[config.mk]
export PLATFORM = sky130hd
export DESIGN_NAME = uart_tx_scheduler
export DESIGN_NICKNAME = d
export VERILOG_FILES = /design/src/rtl/uart_tx_scheduler.sv
export SDC_FILE = /design/constraint.sdc
export NUM_CORES = 1
export LEC_CHECK = 0
export ABC_AREA = 1
export CORE_ASPECT_RATIO = 0.75
export CORE_UTILIZATION = 55
export CTS_BUF_LIST = sky130_fd_sc_hd__clkbuf_2 sky130_fd_sc_hd__clkbuf_4 sky130_fd_sc_hd__clkbuf_8
export DETAILED_ROUTE_END_ITERATION = 8
export GPL_TIMING_DRIVEN = 0
export PLACE_DENSITY = 0.92
export SLEW_MARGIN = 20
export SYNTH_ARGS = -nofsm -noshare
export SYNTH_HDL_FRONTEND = slang
export SYNTH_SLANG_ARGS = --single-unit
[constraint.sdc]
create_clock -name clk -period 3.85 [get_ports clk]
set_input_delay 0.385 -clock clk [delete_from_list [all_inputs] [get_ports clk]]
set_output_delay 0.385 -clock clk [all_outputs]
set_load 0.02 [all_outputs]
[src/rtl/uart_tx_scheduler.sv]
`default_nettype none
// ============================================================================
// Module : uart_tx_scheduler
// Shares sender_uart between two byte producers and paces bytes by slot timer.
// Option : UART_SCHED_RR_EN selects round-robin ties (default: requester 0 wins)
// Rev    : 1.0
// ============================================================================
module uart_tx_scheduler #(
  parameter int CLKS_PER_BIT = 868,
  parameter int GAP_CYCLES   = 0,
  parameter int CNT_W        = 16
) (
  input  logic             clk,
  input  logic             rst,
  input  logic             en,
  input  logic             req0,
  input  logic [7:0]       data0,
  output logic             ack0,
  input  logic             req1,
  input  logic [7:0]       data1,
  output logic             ack1,
  output logic [7:0]       tx_data,
  output logic             ready,
  output logic             busy,
  output logic             grant,
  output logic [CNT_W-1:0] byte_count
);

  localparam int c_SLOT_CYCLES = CLKS_PER_BIT * 10 + GAP_CYCLES;
  localparam int c_TMR_W       = $clog2(c_SLOT_CYCLES);
  // LAUNCH and the return through IDLE take two of the slot's clocks
  localparam logic [c_TMR_W-1:0] c_TMR_LOAD = c_TMR_W'(c_SLOT_CYCLES - 3);
  localparam logic [c_TMR_W-1:0] c_TMR_ONE  = c_TMR_W'(1);

  localparam logic [1:0] c_IDLE   = 2'd0;
  localparam logic [1:0] c_LAUNCH = 2'd1;
  localparam logic [1:0] c_WAIT   = 2'd2;

  logic [1:0]         state_q, state_d;
  logic [c_TMR_W-1:0] tmr_q, tmr_d;
  logic [7:0]         tx_data_q, tx_data_d;
  logic               grant_q, grant_d;
  logic               ready_q, ready_d;
  logic               ack0_q, ack0_d;
  logic               ack1_q, ack1_d;
  logic               busy_q, busy_d;
  logic [CNT_W-1:0]   cnt_q, cnt_d;

  logic w_start;
  logic w_win;

  assign w_start = (state_q == c_IDLE) & en & (req0 | req1);

`ifdef UART_SCHED_RR_EN
  logic ptr_q, ptr_d;

  assign w_win = req1 & (~req0 | ptr_q);
  assign ptr_d = w_start ? ~w_win : ptr_q;

  always_ff @(posedge clk or negedge rst) begin
    if (!rst) ptr_q <= 1'b0;
    else      ptr_q <= ptr_d;
  end
`else
  assign w_win = req1 & ~req0;
`endif

  always_comb begin
    state_d   = state_q;
    tmr_d     = tmr_q;
    tx_data_d = tx_data_q;
    grant_d   = grant_q;
    ready_d   = 1'b0;
    ack0_d    = 1'b0;
    ack1_d    = 1'b0;
    busy_d    = busy_q;
    cnt_d     = cnt_q;
    case (state_q)
      c_IDLE: begin
        busy_d = 1'b0;
        if (w_start) begin
          state_d   = c_LAUNCH;
          tx_data_d = w_win ? data1 : data0;
          grant_d   = w_win;
          ready_d   = 1'b1;
          ack0_d    = ~w_win;
          ack1_d    = w_win;
          busy_d    = 1'b1;
        end
      end
      c_LAUNCH: begin
        state_d = c_WAIT;
        tmr_d   = c_TMR_LOAD;
        cnt_d   = cnt_q + {{(CNT_W-1){1'b0}}, 1'b1};
      end
      c_WAIT: begin
        if (tmr_q == '0) begin
          state_d = c_IDLE;
          busy_d  = 1'b0;
        end else begin
          tmr_d = tmr_q - c_TMR_ONE;
        end
      end
      default: begin
        state_d = c_IDLE;
        busy_d  = 1'b0;
      end
    endcase
  end

  always_ff @(posedge clk or negedge rst) begin
    if (!rst) begin
      state_q   <= c_IDLE;
      tmr_q     <= '0;
      tx_data_q <= 8'h00;
      grant_q   <= 1'b0;
      ready_q   <= 1'b0;
      ack0_q    <= 1'b0;
      ack1_q    <= 1'b0;
      busy_q    <= 1'b0;
      cnt_q     <= '0;
    end else begin
      state_q   <= state_d;
      tmr_q     <= tmr_d;
      tx_data_q <= tx_data_d;
      grant_q   <= grant_d;
      ready_q   <= ready_d;
      ack0_q    <= ack0_d;
      ack1_q    <= ack1_d;
      busy_q    <= busy_d;
      cnt_q     <= cnt_d;
    end
  end

  assign tx_data    = tx_data_q;
  assign grant      = grant_q;
  assign ready      = ready_q;
  assign ack0       = ack0_q;
  assign ack1       = ack1_q;
  assign busy       = busy_q;
  assign byte_count = cnt_q;

endmodule
`default_nettype wire
==> impl_results.md <==
- Initial antenna violation count: 0
- ANT nets after route: 0
- Die height: 59.0 um
- Pin count of the biggest net entering global routing: 27
- Die W: 78.0 um
- Number of DRC markers in iteration 0: 169
- Critical path data required time: 3.46 ns
- Leak: 1.48 nW
- Status: finished, final reports clean
- Area Growth Syn to Fin: 27.2%
- Core ar.: 0.00410 sq mm
- Delay of the slowest critical-path stage: 0.67 ns
- Clock sink count: 45
- Number of synthesis warnings: 0
- VDD IR max: 0.365 mV
- Mapped cell area: 0.00238 sq mm
- Critical path endpoint category: output port
- Minimum clock period: 1.81 ns
- Slew Viols, Final: 0
- Root buffer cell: clkbuf_8
- CTS clk-pin slew, worst paths: 0.08 ns
- First-pass GRT wire length: 8.99 mm
- Startpoint types: flip-flop
- Clk network pwr share: 0.148
- DP HPWL: 3.98 mm
- Worst relative slew slack: 0.608
- # diodes: 0
- Setup TNS: 0 ns
- Class of the worst hold path: primary input to async pin
- Comb power frac: 0.463
- Initial Util: 0.580
- Skew-Pair Late Insertion Delay: 0.29 ns
- Period utilization: 0.471
- Grt ovf: 0
- Critical path depth: 1
- Crit-path slowest cell: clkdlybuf4s50_1
- Final nets: 384
- Internal: 0.00106 W
- Critical Path AT: 1.43 ns
- Seq pwr share: 0.389
- Overall routing resource usage: 0.255
- Most frequent cells in the layout: 108 x nand2_1, 48 x clkdlybuf4s50_1, 45 x dfrtp_1
- TritonCTS clock tree: done
- Vias per cell: 5.10
- RePlAce Congestion: 0.834
- Final setup violation count: 0
- Unrepaired setup endpoints after global routing: no
- H-Tree Depth: 2
- # IOs: 50
- Worst Tran Pin Value: 0.585 ns
- Worst Path Max Fanout: 6
- Mapped Cells: 304
- Layout cell share with drive strength beyond 1: 0.0972
- DR pass1 iterations: 4
- Die area: 0.00460 sq mm
- Sequential fraction of the synthesis area: 0.473
- Psw: 0.000771 W
- Fillcell total: 313
- Crit Path Class: flip-flop to output port
- DR vias: 2118
- Std cell rows: 20
- Placed Area: 0.00296 sq mm
- Final hold violation count: 0
- CTS buffer count: 5
- Commonest non-fill, non-tap cell in the layout: nand2_1
- Post-DR wirelength/cell: 12.7 um
- Peak Freq: 551 MHz
- R2R cell count: 10
- Design Area, Final: 0.00303 sq mm
- Total wire length: 5.29 mm
- Vias in the first global route: 2022
- Cell Chain, Critical Path: clkdlybuf4s50_1
- Setup Buffers After CTS: 0
- Yosys cell types: 27
- MaxCap Viol Count: 0
- Yosys reg bits: 45
- Synth Area per Inst: 7.83 sq um
- Skew final: 0.00332 ns
- Post-Syn Nets: 327
- Power Dens Cells: 605 mW/mm^2
- Bufs and invs on worst path: 1
- Maximum root-to-sink buffer count: 2
- Post-CTS Hold Buffers: 0
- PostCTS Resize Cnt: 0
- I/O Buffers: 49
- CP delay by family, top: buffers and inverters
- Sw frac: 0.420
- Drt drc: 0
==> cell families (layout without fill, tap and decap cells) <==
logic type / Yosys count / count (layout) / synth area share
buffers and inverters: 37 / 93 / 0.0641
flip-flops: 45 / 45 / 0.473
AO/OA/AOI/OAI: 13 / 13 / 0.0363
adder cells (fa/ha/maj): 2 / 2 / 0.0105
AND/OR/NAND/NOR: 193 / 193 / 0.365
XOR/XNOR: 14 / 14 / 0.0515
==> registers in the layout, summed over array words and instances, names as in the netlist <==
signal	cells
state_q	2
tx_data	8
ready	1
busy	1
byte_count	16
ack0	1
grant	1
tmr_q	14
ack1	1
==> path summary, 6_finish.rpt <==
check,from,to,slack [ns]
setup / recovery,byte_count[3]$_DFFE_PN0P_,byte_count[3],2.04
hold / removal,rst,byte_count[4]$_DFFE_PN0P_,0.04
hold reg to reg,tx_data[1]$_DFFE_PN0P_,tx_data[1]$_DFFE_PN0P_,0.48
setup reg to reg,tmr_q[0]$_DFFE_PN0P_,tmr_q[13]$_DFFE_PN0P_,2.18
max in group asynchronous,rst,tmr_q[2]$_DFFE_PN0P_,3.32
min in group clk,tx_data[1]$_DFFE_PN0P_,tx_data[1]$_DFFE_PN0P_,0.48
==> final cells by class <==
cell class,count,area (sq um),area share
Inverter,33,124,0.0409
Clock buffer,5,68.8,0.0227
Sequential cell,45,1130,0.372
Tap cell,55,68.8,0.0227
Clock inverter,1,5.00,0.00165
Multi-Input combinational cell,222,1100,0.364
Buffer,4,28.8,0.00950
Timing Repair Buffer,50,505,0.167
==> power groups by stage <==
stage          clock, W  combinational (W)  sequential [W]
2_1_floorplan         0           0.000470        0.000792
3_3_place_gp          0           0.000822        0.000713
3_5_place_dp          0           0.000850        0.000720
4_1_cts        0.000274           0.000855        0.000713
5_1_grt        0.000291           0.000951        0.000730
6_report       0.000271           0.000850        0.000714
==> routing by layer <==
metal | GRT usage | wire (um) | vias up
met1 | 0.333 | 2370 | 974
met3 | 0.0708 | 407 | 5
li1 | - | - | 1063
met4 | 0.0767 | 46 | 0
met5 | 0 | 0 | -
met2 | 0.424 | 2470 | 76
==> synthesized netlist by cell type <==
cell type | number | area share
nand2_2 | 2 | 0.0053
inv_2 | 3 | 0.0047
nor3_2 | 3 | 0.013
nand3_1 | 31 | 0.065
nand3b_1 | 1 | 0.0032
nand3_2 | 2 | 0.0084
nor2_2 | 3 | 0.0079
a21oi_1 | 2 | 0.0042
buf_4 | 1 | 0.0032
xnor2_1 | 5 | 0.018
a21o_1 | 1 | 0.0032
inv_1 | 30 | 0.047
or2_2 | 1 | 0.0026
o21ai_0 | 5 | 0.011
nand2_8 | 1 | 0.0084
buf_6 | 1 | 0.0047
xor2_1 | 9 | 0.033
nor2_4 | 1 | 0.0047
ha_1 | 2 | 0.011
nand2_4 | 2 | 0.0095
nand2_1 | 108 | 0.17
nand4_1 | 5 | 0.013
nor3_1 | 3 | 0.0063
o21ai_2 | 5 | 0.018
buf_2 | 2 | 0.0042
dfrtp_1 | 45 | 0.47
nor2_1 | 30 | 0.047
==> worst register-to-register path: cells and delay by family (launching register included) <==
family / cells / cell delay [ns]
fa+ha+maj: 1 / 0.21
simple gates: 7 / 0.70
flops: 1 / 0.39
buf+inv: 2 / 0.27
==> through the flow <==
step           power (W)  worst slack, ns  cells  utilization  hold slack [ns]
2_1_floorplan    0.00126             2.37    304            -           0.0894
3_3_place_gp     0.00154             1.22    408        0.716            0.457
6_report         0.00183             2.04    415        0.738           0.0355
4_1_cts          0.00184             2.03    415        0.738           0.0472
5_1_grt          0.00197             1.99    415        0.738           0.0570
3_5_place_dp     0.00157             2.06    409        0.720            0.362
Power figures use the tool's default switching activity.
